### config.mk
export PLATFORM = sky130hd
export DESIGN_NAME = clock_gen
export DESIGN_NICKNAME = d
export VERILOG_FILES = /design/src/rtl/clock_gen_pkg.sv /design/src/rtl/clock_gen_mod_counter.sv /design/src/rtl/clock_gen.sv
export SDC_FILE = /design/constraint.sdc
export NUM_CORES = 1
export LEC_CHECK = 0
export CORE_UTILIZATION = 45
export DETAILED_ROUTE_END_ITERATION = 16
export PLACE_DENSITY = 0.76
export REMOVE_ABC_BUFFERS = 1
export SLEW_MARGIN = 30
export SYNTH_ARGS = -nofsm -noshare
export SYNTH_HDL_FRONTEND = slang
export SYNTH_SLANG_ARGS = --single-unit
### constraint.sdc
create_clock -name clk_in -period 2 [get_ports clk_in]
set_clock_uncertainty 0.15 [all_clocks]
set_input_delay 0.2 -clock clk_in [delete_from_list [all_inputs] [get_ports clk_in]]
set_output_delay 0.2 -clock clk_in [all_outputs]
set_load 0.1 [all_outputs]
### src/rtl/clock_gen_pkg.sv
// Shared division ratios and counter step sizes for clock_gen.
package clock_gen_pkg;

  localparam int unsigned DIV28_HALF  = 14;
  localparam int unsigned DIV5_PERIOD = 5;
  localparam int unsigned DIV5_HIGH   = 2;
  localparam int unsigned TC_INC      = 2;
  localparam int unsigned TC_DEC      = 5;
  localparam int unsigned TC_WIDTH    = 8;

endpackage

### src/rtl/clock_gen_mod_counter.sv
// Generic modulo-N up-counter with a combinational pulse on the terminal count.
module mod_counter #(
  parameter int unsigned N = 14,
  parameter int unsigned W = $clog2(N)
) (
  input  logic         clk,
  input  logic         rst,
  output logic [W-1:0] count,
  output logic         wrap
);

  localparam logic [W-1:0] LAST = W'(N - 1);

  assign wrap = (count == LAST);

  // Count 0..N-1, returning to 0 after the terminal value.
  always_ff @(posedge clk) begin
    if (!rst) begin
      count <= '0;
    end else if (wrap) begin
      count <= '0;
    end else begin
      count <= count + 1'b1;
    end
  end

endmodule

### src/rtl/clock_gen.sv
// Divided square waves plus a +2/-5 demonstration counter, all registered in clk_in.
module clock_gen
  import clock_gen_pkg::*;
(
  input  logic                clk_in,
  input  logic                rst,
  output logic                clk_div_2,
  output logic                clk_div_4,
  output logic                clk_div_8,
  output logic                clk_div_16,
  output logic                clk_div_28,
  output logic                clk_div_5,
  output logic [TC_WIDTH-1:0] toggle_counter
);

  localparam logic [2:0] DIV5_LAST   = 3'(DIV5_PERIOD - 1);
  localparam logic [2:0] DIV5_RISE   = 3'(DIV5_PERIOD - DIV5_HIGH);
  localparam logic [TC_WIDTH-1:0] TC_UP   = TC_WIDTH'(TC_INC);
  localparam logic [TC_WIDTH-1:0] TC_DOWN = TC_WIDTH'(TC_DEC);

  logic [3:0] cnt16;
  logic [3:0] cnt14;
  logic       wrap14;
  logic [2:0] cnt5;
  logic       strobe4;

  assign clk_div_2  = cnt16[0];
  assign clk_div_4  = cnt16[1];
  assign clk_div_8  = cnt16[2];
  assign clk_div_16 = cnt16[3];
  assign strobe4    = (cnt16[1:0] == 2'd3);

  // Free-running phase reference for the power-of-two dividers.
  always_ff @(posedge clk_in) begin
    if (!rst) begin
      cnt16 <= '0;
    end else begin
      cnt16 <= cnt16 + 1'b1;
    end
  end

  mod_counter #(
    .N (DIV28_HALF),
    .W (4)
  ) u_cnt14 (
    .clk   (clk_in),
    .rst   (rst),
    .count (cnt14),
    .wrap  (wrap14)
  );

  // Half-period toggle for the divide-by-28 wave.
  always_ff @(posedge clk_in) begin
    if (!rst) begin
      clk_div_28 <= 1'b0;
    end else if (wrap14) begin
      clk_div_28 <= ~clk_div_28;
    end
  end

  // Divide-by-5 phase counter; output is decoded from the pre-update phase.
  always_ff @(posedge clk_in) begin
    if (!rst) begin
      cnt5      <= '0;
      clk_div_5 <= 1'b0;
    end else begin
      cnt5      <= (cnt5 == DIV5_LAST) ? '0 : cnt5 + 1'b1;
      clk_div_5 <= (cnt5 >= DIV5_RISE);
    end
  end

  // Step +2 normally, -5 on the divide-by-4 strobe, wrapping modulo 256.
  always_ff @(posedge clk_in) begin
    if (!rst) begin
      toggle_counter <= '0;
    end else if (strobe4) begin
      toggle_counter <= toggle_counter - TC_DOWN;
    end else begin
      toggle_counter <= toggle_counter + TC_UP;
    end
  end

endmodule

* Word-level counts from Yosys, hierarchy flattened
Cells that the tools add are included.
** Storage, ports and cells
- Output and inout port bits :: 14
- Register bits :: 21
- Logic and storage cells :: 20
- Input bits :: 2
** Operators by class
- Muxes and demuxes :: 1
- Bitwise gates (word level) :: 2
- Eq/ne operators :: 3
- Add/sub/neg operators :: 5
- Reductions and logical operators :: 2
- $lt $le $gt $ge :: 1
** Operators by type and width (number)
- 4-bit by 1-bit adder with 4-bit output (second input constant) :: 2
- 8-bit by 2-bit adder with 8-bit output (second input constant) :: 1
- 8-bit 2-to-1 mux :: 1
- 8-bit by 3-bit subtractor with 8-bit output (second input constant) :: 1
- 4-bit == test (second input constant) :: 1
- 2-bit OR reduction :: 2
- 3-bit by 1-bit adder with 3-bit output (second input constant) :: 1
- 3-bit == test (second input constant) :: 1
- 3-bit by 2-bit greater-or-equal comparator with 1-bit output (second input constant) :: 1
- 2-bit == test (second input constant) :: 1
- 1-bit inverter :: 2

* Longest topological paths before layout
- Depth in word-level cells :: 2
- Depth in mapped cells :: 6

* By module
From an unflattened synthesis, not the netlist that was laid out.
** Second synthesis, totals
- Cell total of the unflattened synthesis :: 105
- Area total of the unflattened synthesis :: 1002.2 µm²
** Modules (own cells, without submodules)
- clock_gen :: cells each 86, sequential area each 340.3 µm², times used 1, area each 809.5 µm²
- mod_counter :: cells each 19, sequential area each 80.1 µm², times used 1, area each 192.7 µm²

* Least setup slack after synthesis
OpenSTA, ideal clock, no wires.
- Path type :: register to register
- From :: register cnt16[0]
- To :: register toggle_counter[5]
- Path slack :: -0.284 ns
- Arrival time :: 2.019 ns
- Data required time :: 1.735 ns
- Stages on the path, launching flop included :: 7
- Cell sequence :: dfxtp_1 ha_1 buf_6 and4b_1 a31oi_1 xnor2_1 and2_1
** Between the ends
- Cells in the longest elaborated chain, start to end :: 2
** Ends and longest elaborated chain
- from (decl) :: line clock_gen.sv:21 : logic [3:0] cnt16;
- from (signal assigned) :: line clock_gen.sv:38 : cnt16 <= cnt16 + 1'b1;
- 2-bit == test :: line clock_gen.sv:31 : assign strobe4 = (cnt16[1:0] == 2'd3);
- 8-bit 2-to-1 mux :: line clock_gen.sv:76 : end else if (strobe4) begin
- to (signal assigned) :: line clock_gen.sv:77 : toggle_counter <= toggle_counter - TC_DOWN;
- to (signal assigned) :: line clock_gen.sv:79 : toggle_counter <= toggle_counter + TC_UP;
- to (decl) :: line clock_gen.sv:13 : output logic [TC_WIDTH-1:0] toggle_counter
Every way passes these cells.
A chain may end at the register's enable or synchronous reset.

* Worst setup path in the final report
- From :: register cnt16[0]
- To :: register toggle_counter[7]
The elaborated chain is that of the path after synthesis.

==> flow_metrics.env <==
export IMPL_run_status="complete, no violations"
export IMPL_final_period_utilization=0.869
export IMPL_syn_mean_instance_area_um2=9.31
export IMPL_worst_path_max_fanout=11
export IMPL_area_delta_synth_final_pct=16.5
export IMPL_slew_viol_final=0
export IMPL_final_net_count=133
export IMPL_start_util=0.484
export IMPL_cts_repair_timing_setup_buffer_count=0
export IMPL_globalRouteTotalUtil=0.152
export IMPL_dr_first_iter_drc_count=9
export IMPL_max_clock_freq_mhz=575
export IMPL_maxCapViolations=0
export IMPL_final_util=0.564
export IMPL_setup_violations=0
export IMPL_p_leak_nw=0.512
export IMPL_die_w_um=48.4
export IMPL_tightest_slew_ns=0.508
export IMPL_rsz0062_at_grt="no"
export IMPL_route_antenna_remaining_nets=0
export IMPL_synth_enable_flop_cells=0
export IMPL_global_route_wire_length_before_repair_um=2740
export IMPL_initial_antenna_violation_count=0
export IMPL_drt_total_wl_um=1540
export IMPL_post_dp_hpwl_um=1170
export IMPL_design_core_area_mm2=0.00200
export IMPL_postSynth_topFlopCell="sky130_fd_sc_hd__dfxtp_1"
export IMPL_slew_limit_headroom=0.660
export IMPL_grt_start_max_net_pins=20
export IMPL_power_per_cell_area_mw_per_mm2=874
export IMPL_clock_tree_buffer_depth=2
export IMPL_final_setup_worst_slack_ns=0.261
export IMPL_worstSetupStartpointType="register"
export IMPL_routed_wire_length_per_instance_um=10.4
export IMPL_hold_violations=0
export IMPL_synth_warning_count=0
export IMPL_num_antenna_cells=0
export IMPL_num_cts_buffers=3
export IMPL_totalNegativeSetupSlack_ns=0
export IMPL_die_area_mm2=0.00234
export IMPL_place_area_mm2=0.00110
export IMPL_num_fill_cells=186
export IMPL_pin_count=16
export IMPL_endpoint_kind="register"
export IMPL_netlist_cell_type_count=26
export IMPL_cts_num_sinks=21
export IMPL_vias_per_cell=5.01
export IMPL_pre_cts_ws_ns=0.287
export IMPL_mostFrequentLayoutCell="sky130_fd_sc_hd__dfxtp_1"
export IMPL_hold_path_class="reg2reg"
export IMPL_post_route_cell_area_mm2=0.00113
export IMPL_ctsHoldBuffers=0
export IMPL_synth_seq_area_share=0.434
export IMPL_std_cell_rows=16
export IMPL_clockRootBuffer="sky130_fd_sc_hd__clkbuf_4"
export IMPL_cts_max_level=1
export IMPL_number_of_global_route_vias_before_repair=689
export IMPL_fin_hold_ws_ns=0.336
export IMPL_drc=0
export IMPL_final_layout_size_suffix_gt1_frac=0.140
export IMPL_grt_overflow=0
export IMPL_cts_tree="built"
export IMPL_syn_instance_count=104
export IMPL_post_cts_resized=0
export IMPL_multiInputGateArea_um2=507
export IMPL_syn_area_um2=968
export IMPL_ys_seq_elements=21
export IMPL_final_period_minus_worst_setup_slack_ns=1.74
export IMPL_worst_setup_path_type="reg2reg"
export IMPL_register_area_um2=420
export IMPL_port_buffers=15
export IMPL_detailroute_via_count=741
export IMPL_drt_first_pass_iters=4
export IMPL_crit_arrival_ns=1.79
export IMPL_cts_clk_slew_worst_paths_ns=0.11
export IMPL_most_frequent_cells_in_the_layout="sky130_fd_sc_hd__dfxtp_1 (21), sky130_fd_sc_hd__buf_4 (14), sky130_fd_sc_hd__and2_1 (9), sky130_fd_sc_hd__ha_1 (9)"
export IMPL_fp_dieH_um=48.4
export IMPL_gp_routability_congestion=0.693
export IMPL_required_ns=2.06
export IMPL_ir_drop_uv=520
export IMPL_clock_latency_on_the_worst_skew_pair_ns=0.30
export IMPL_share_of_synthesized_flip_flops_with_an_asynchronous_set_or_reset=0
==> synthesized netlist by cell type, drive strengths merged (2+ instances only) <==
library cell | n | area, µm²
dfxtp | 21 | 420
and2 | 9 | 56.3
ha | 9 | 113
inv | 7 | 26.3
nor2 | 7 | 26.3
nor2b | 7 | 43.8
nand2 | 6 | 22.5
a21oi | 5 | 25.0
nand3 | 5 | 25.0
xnor2 | 5 | 43.8
o21ai | 4 | 20.0
xor2 | 3 | 26.3
and3 | 2 | 12.5
nor4 | 2 | 12.5
==> path summary, 6_finish.rpt <==
path                                           from                           end  slack [ns]  depth (start not counted)
worst min-delay path            cnt16[0]$_SDFF_PN0_           cnt16[0]$_SDFF_PN0_        0.34                          1
worst max register to register  cnt16[0]$_SDFF_PN0_  toggle_counter[7]$_SDFF_PN0_        0.26                          5
worst min register to register  cnt16[0]$_SDFF_PN0_           cnt16[0]$_SDFF_PN0_        0.34                          1
worst max-delay path            cnt16[0]$_SDFF_PN0_  toggle_counter[7]$_SDFF_PN0_        0.26                          5
==> cells by family (layout without fill, tap and decap cells) <==
group | count (synthesis) | in the layout | synth area share
simple gates | 43 | 43 | 0.245
flops | 21 | 21 | 0.434
compound gates | 13 | 13 | 0.0788
fa+ha+maj | 9 | 9 | 0.116
buf+inv | 9 | 26 | 0.0426
xor+xnor | 8 | 8 | 0.0724
mux | 1 | 1 | 0.0103
==> cell type report <==
type                            count  share of cell area
Timing Repair Buffer               15               0.102
Inverter                            7              0.0233
Tap cell                           27              0.0299
Sequential cell                    21               0.373
Clock buffer                        4              0.0233
Multi-Input combinational cell     74               0.449
==> per-stage QoR <==
stage / cells / total power, mW
2_1_floorplan: 102 / 0.737
3_3_place_gp: 144 / 0.791
3_5_place_dp: 144 / 0.801
4_1_cts: 148 / 1.00
5_1_grt: 148 / 1.04
6_report: 148 / 0.986
==> state kept, by name, summed over array words and instances, names as in the netlist <==
signal and cells:
clk_div_28 1, clk_div_5 1, cnt16 4, cnt5 3, toggle_counter 8, u_cnt14.count 4
==> power by group <==
group / switching, mW / total (mW) / internal (mW)
Clock: 0.119 / 0.197 / 0.0778
Combinational: 0.216 / 0.300 / 0.0835
Sequential: 0.0371 / 0.489 / 0.452
==> routing by layer <==
metal	track usage	share of wire	vias to the layer above
met5	0	0	-
met4	0.0735	0.019	0
met3	0.0377	0.038	5
met2	0.258	0.46	16
met1	0.179	0.48	337
li1	-	-	383
==> worst max-delay path, stage by stage (launching register included) <==
cell and delay, ns:
sky130_fd_sc_hd__dfxtp_1 0.39, sky130_fd_sc_hd__ha_1 0.38, sky130_fd_sc_hd__nor2b_1 0.27, sky130_fd_sc_hd__nand3_1 0.11, sky130_fd_sc_hd__and3_1 0.18, sky130_fd_sc_hd__o21a_1 0.16
Power figures use the tool's default switching activity.
